`config.mk`:
```
export PLATFORM = sky130hd
export DESIGN_NAME = div_ratio_ctrl
export DESIGN_NICKNAME = d
export VERILOG_FILES = /design/src/rtl/div_ratio_ctrl.sv
export SDC_FILE = /design/constraint.sdc
export NUM_CORES = 1
export LEC_CHECK = 0
export BUFFER_PORTS_ARGS = -buffer_cell sky130_fd_sc_hd__buf_2
export CORE_MARGIN = 1
export CORE_UTILIZATION = 59
export CTS_BUF_LIST = sky130_fd_sc_hd__clkbuf_8
export DETAILED_ROUTE_END_ITERATION = 6
export GPL_TIMING_DRIVEN = 0
export PLACE_DENSITY = 0.86
export SLEW_MARGIN = 40
export SYNTH_ARGS = -nofsm -noshare
export SYNTH_HDL_FRONTEND = slang
export SYNTH_SLANG_ARGS = --single-unit
```
`constraint.sdc`:
```
create_clock -name I_ref_clk -period 3.6 [get_ports I_ref_clk]
set_input_delay 0.54 -clock I_ref_clk [delete_from_list [all_inputs] [get_ports I_ref_clk]]
set_output_delay 0.54 -clock I_ref_clk [all_outputs]
set_load 0.005 [all_outputs]
```
`src/rtl/div_ratio_ctrl.sv`:
```
// Glitch-safe ratio update controller for a downstream clock divider: holds the
// divider disabled, swaps the ratio, re-enables. Optional ratio-0 rejection under RATIO_CHECK_EN.
module div_ratio_ctrl #(
  parameter int         QUIET_CYCLES = 4,
  parameter logic [7:0] RESET_RATIO  = 8'd1
) (
  input  logic       I_ref_clk,
  input  logic       I_rst_n,
  input  logic       I_en,
  input  logic       I_req_valid,
  input  logic [7:0] I_req_ratio,
  output logic       O_req_ready,
  output logic [7:0] O_div_ratio,
  output logic       O_clk_en,
  output logic       O_upd_done,
  output logic       O_err
);

  typedef enum logic [1:0] {
    IDLE    = 2'd0,
    QUIESCE = 2'd1,
    LOAD    = 2'd2,
    RESUME  = 2'd3
  } state_t;

  localparam logic [3:0] QC_LAST = 4'(QUIET_CYCLES - 1);

  state_t     state_q, state_d;
  logic [3:0] cnt_q, cnt_d;
  logic [7:0] pending_q, pending_d;
  logic [7:0] ratio_q, ratio_d;
  logic       gate_q, gate_d;
  logic       upd_q, upd_d;

  logic accept;
  logic same_ratio;
  logic reject;

  assign accept     = I_req_valid && (state_q == IDLE);
  assign same_ratio = (I_req_ratio == ratio_q);

`ifdef RATIO_CHECK_EN
  logic err_q, err_d;
  assign reject = (I_req_ratio == 8'd0);
`else
  assign reject = 1'b0;
`endif

  // State register
  always_ff @(posedge I_ref_clk or negedge I_rst_n) begin
    if (!I_rst_n) begin
      state_q <= IDLE;
    end else begin
      state_q <= state_d;
    end
  end

  // Next-state logic
  always_comb begin
    state_d = state_q;
    case (state_q)
      IDLE: begin
        if (accept && !reject && !same_ratio) begin
          state_d = I_en ? QUIESCE : LOAD;
        end
      end
      QUIESCE: begin
        if (cnt_q == QC_LAST) begin
          state_d = LOAD;
        end
      end
      LOAD:    state_d = RESUME;
      RESUME:  state_d = IDLE;
      default: state_d = IDLE;
    endcase
  end

  // Output / datapath next values; gate and done are derived from the next
  // state so they line up with the state they describe.
  always_comb begin
    cnt_d     = 4'd0;
    pending_d = pending_q;
    ratio_d   = ratio_q;
    gate_d    = 1'b1;
    upd_d     = 1'b0;

    if (state_q == QUIESCE) begin
      cnt_d = cnt_q + 4'd1;
    end
    if (accept && !reject) begin
      pending_d = I_req_ratio;
    end
    if (state_q == LOAD) begin
      ratio_d = pending_q;
    end
    gate_d = (state_d == IDLE) || (state_d == RESUME);
    upd_d  = (state_d == RESUME) || (accept && !reject && same_ratio);
  end

`ifdef RATIO_CHECK_EN
  always_comb begin
    err_d = accept && reject;
  end
`endif

  always_ff @(posedge I_ref_clk or negedge I_rst_n) begin
    if (!I_rst_n) begin
      cnt_q     <= 4'd0;
      pending_q <= RESET_RATIO;
      ratio_q   <= RESET_RATIO;
      gate_q    <= 1'b1;
      upd_q     <= 1'b0;
    end else begin
      cnt_q     <= cnt_d;
      pending_q <= pending_d;
      ratio_q   <= ratio_d;
      gate_q    <= gate_d;
      upd_q     <= upd_d;
    end
  end

`ifdef RATIO_CHECK_EN
  always_ff @(posedge I_ref_clk or negedge I_rst_n) begin
    if (!I_rst_n) begin
      err_q <= 1'b0;
    end else begin
      err_q <= err_d;
    end
  end
  assign O_err = err_q;
`else
  assign O_err = 1'b0;
`endif

  assign O_req_ready = (state_q == IDLE);
  assign O_div_ratio = ratio_q;
  assign O_clk_en    = I_en && gate_q;
  assign O_upd_done  = upd_q;

  // The ratio may only move while the divider is gated off.
  a_ratio_only_in_load: assert property (
    @(posedge I_ref_clk) disable iff (!I_rst_n)
    (ratio_d != ratio_q) |-> (state_q == LOAD && !gate_q)
  );

endmodule

```
==> impl_metrics.toml <==
[outcome]
status = "finished clean"

[drt]
via_per_inst = 5.26
wl_per_cell_um = 15.0
ant_nets = 0
met1_length_um = 921
routed_wl_um = 1960
top_layer = "met4"
met2_length_um = 929
routed-via-count = 689
drc_errors = 0
firstDrtPassIters = 4
first_iter_violations = 4
routed-wl-met3_um = 76

[timing]
relSlewSlack_pct = 65.6
finClkSkew_ns = 0.00705
tightest_slew_ns = 0.516
finalCritPeriodShare_pct = 45.8
post-route-min-period_ns = 1.65
hold_viol = 0
rsz0062_at_grt = "no"
final_max_slew_viol_count = 0
setup_violations = 0
max_freq_mhz = 607
fin_setup_tns_ns = 0

[layout]
drive_above_1_share_pct = 46.2
antenna_cells = 0
nNetsFinal = 121
mostFrequentLayoutCells = "22 x buf_2, 21 x dfrtp_1, 16 x mux2_4"
area_growth_pct = 18.9
final_area_sq_um = 1340
layout_commonest_cell = "buf_2"

[die]
start_util_pct = 63.7
ios = 24
fp.dieH_um = 45.6
fp.dieW_um = 45.6
num_rows = 15
core_area_sq_um = 1760
design.die.area_sq_um = 2080

[clock_tree]
cts_resized = 0
worstSkewPairLatency_ns = 0.27
clkTransAtPathRegs_ns = 0.09
cts_max_level = 1
cts_buffers = 3
clock-sinks = 24
post_cts_buffers = 0
tritoncts = "done"
cts_max_path_buffers = 2
postCtsHoldBufs = 0
root_buffer = "clkbuf_8"

[critical_path]
criticalPathCategory = "reg -> reg"
cp-start-kind = "flip-flop"
arrival_ns = 1.81
cpPeakStageDelay_ns = 0.56
path_max_fanout = 3
cp_cell_sequence = "xnor2_1 > nand4_1 > nor2_1 > o21ai_0 > ha_1 > a21o_1"
cp_data_required_time_ns = 3.76
slowest_stage = "dfstp_2"
cp-end-kind = "flip-flop"

[synth]
synth_area_sq_um = 1120
synth_nets = 94
ys_ff_latch = 24
ys_seq_area_share_pct = 53.8
synth_cell_types = 23
yosys.area.top_type = "dfrtp_1"
syn_avg_cell_area_sq_um = 14.0
synthTopCellsByArea = "dfrtp_1 47%, mux2_4 21%, dfstp_2 7.0%, xnor2_1 7.0%, nor2_1 2.3%"
synth_top_area_share_pct = 46.8
netlist_instances = 80
ys_warn_count = 0

[place]
place_area_sq_um = 1260
numPortBuffers = 22
gp_congestion = 0.735
dp_hpwl_um = 1370

[grt]
grt_util_all_layers_pct = 22.3
first_global_vias = 699
grt_remaining_overflow = 0
antenna_found_initial = 0
grt_max_degree = 25
grt_pass1_wl_um = 3150

[pwr]
p_leak_nw = 0.650
p_per_area_nw_per_um2 = 907
ir_drop_mv = 0.555

[worst_hold_path]
worstHoldPathType = "in -> async"

[job]
max_cap_viol_count = 0
[power by group]
| group | switching [mW] | internal [mW] | total (mW) |
|---|---|---|---|
| Combinational | 0.174 | 0.295 | 0.469 |
| Sequential | 0.0993 | 0.411 | 0.511 |
| Clock | 0.0841 | 0.149 | 0.233 |
| Total | 0.357 | 0.855 | 1.21 |
[metal layers]
| metal | vias up | GRT usage, % |
|---|---|---|
| li1 | 316 | - |
| met1 | 346 | 28.9 |
| met2 | 22 | 35.7 |
| met3 | 5 | 3.97 |
| met4 | 0 | 10.9 |
| met5 | - | 0 |
[worst max-delay path: cells and delay by family, from the launching register on]
| kind | cells | cell delay (ns) |
|---|---|---|
| and+or+nand+nor | 2 | 0.33 |
| DFF | 1 | 0.56 |
| xor gates and xnor gates | 1 | 0.12 |
| AOI/OAI and AO/OA | 2 | 0.32 |
| adders and majority gates | 1 | 0.21 |
[cell families (layout without fill, tap and decap cells)]
kind of cell | after synthesis | in the layout | synth area share [%]
simple gates | 18 | 18 | 9.13
fa+ha+maj | 2 | 2 | 2.23
mux | 16 | 16 | 21.4
buf+inv | 5 | 31 | 3.34
other cells | 1 | 1 | 0.334
flops | 24 | 24 | 53.8
xor+xnor | 10 | 10 | 7.80
compound gates | 4 | 4 | 2.00
[layout make-up]
class,instances,area (sq um)
Timing Repair Buffer,22,110
Sequential cell,24,604
Clock buffer,3,41.3
Multi-Input combinational cell,51,482
Inverter,2,7.51
Fill cell,132,428
Clock inverter,1,30.0
Tap cell,25,31.3
Buffer,3,30.0
[per-stage QoR]
stage / util, % / total power [mW] / hold slack, ns / cells / setup WS [ns]
finish: 75.7 / 1.21 / 0.236 / 131 / 1.95
detailed placement: 71.7 / 0.982 / 0.458 / 127 / 1.79
floorplan: - / 0.844 / 0.244 / 80 / 2.13
CTS: 75.7 / 1.22 / 0.254 / 131 / 1.96
global placement: 71.7 / 0.956 / 0.444 / 127 / 1.83
global route: 75.7 / 1.28 / 0.277 / 131 / 1.85
[cells in the mapped netlist]
library cell	count
dfrtp_1	21
mux2_4	16
xnor2_1	9
nor2_1	7
dfstp_2	3
and2_1	2
buf_6	2
ha_1	2
inv_1	2
nand2b_1	2
nand4_1	2
a21o_1	1
a21oi_1	1
buf_4	1
conb_1	1
nand3_1	1
nand3b_1	1
nor2b_1	1
nor3b_1	1
nor3b_2	1
o21ai_0	1
o21ai_1	1
xor2_1	1
[flip-flops by register name, indices dropped and copies added, names as in the netlist]
register / cells
O_div_ratio: 8
cnt_q: 4
gate_q: 1
state_q: 2
O_upd_done: 1
pending_q: 8
[path summary, 6_finish.rpt]
check                                            from  cells after the start  slack, ns                   end
setup / recovery           O_div_ratio[0]$_DFFE_PN1P_                      6       1.95  O_upd_done$_DFF_PN0_
hold / removal                                I_rst_n                      1       0.24  state_q[0]$_DFF_PN0_
setup reg to reg           O_div_ratio[0]$_DFFE_PN1P_                      6       1.95  O_upd_done$_DFF_PN0_
hold reg to reg                    cnt_q[0]$_DFF_PN0_                      1       0.46    cnt_q[0]$_DFF_PN0_
max in group asynchronous                     I_rst_n                      1       3.00      gate_q$_DFF_PN1_
min in group I_ref_clk             cnt_q[0]$_DFF_PN0_                      1       0.46    cnt_q[0]$_DFF_PN0_
No activity file was read; power rests on OpenSTA's default activity.
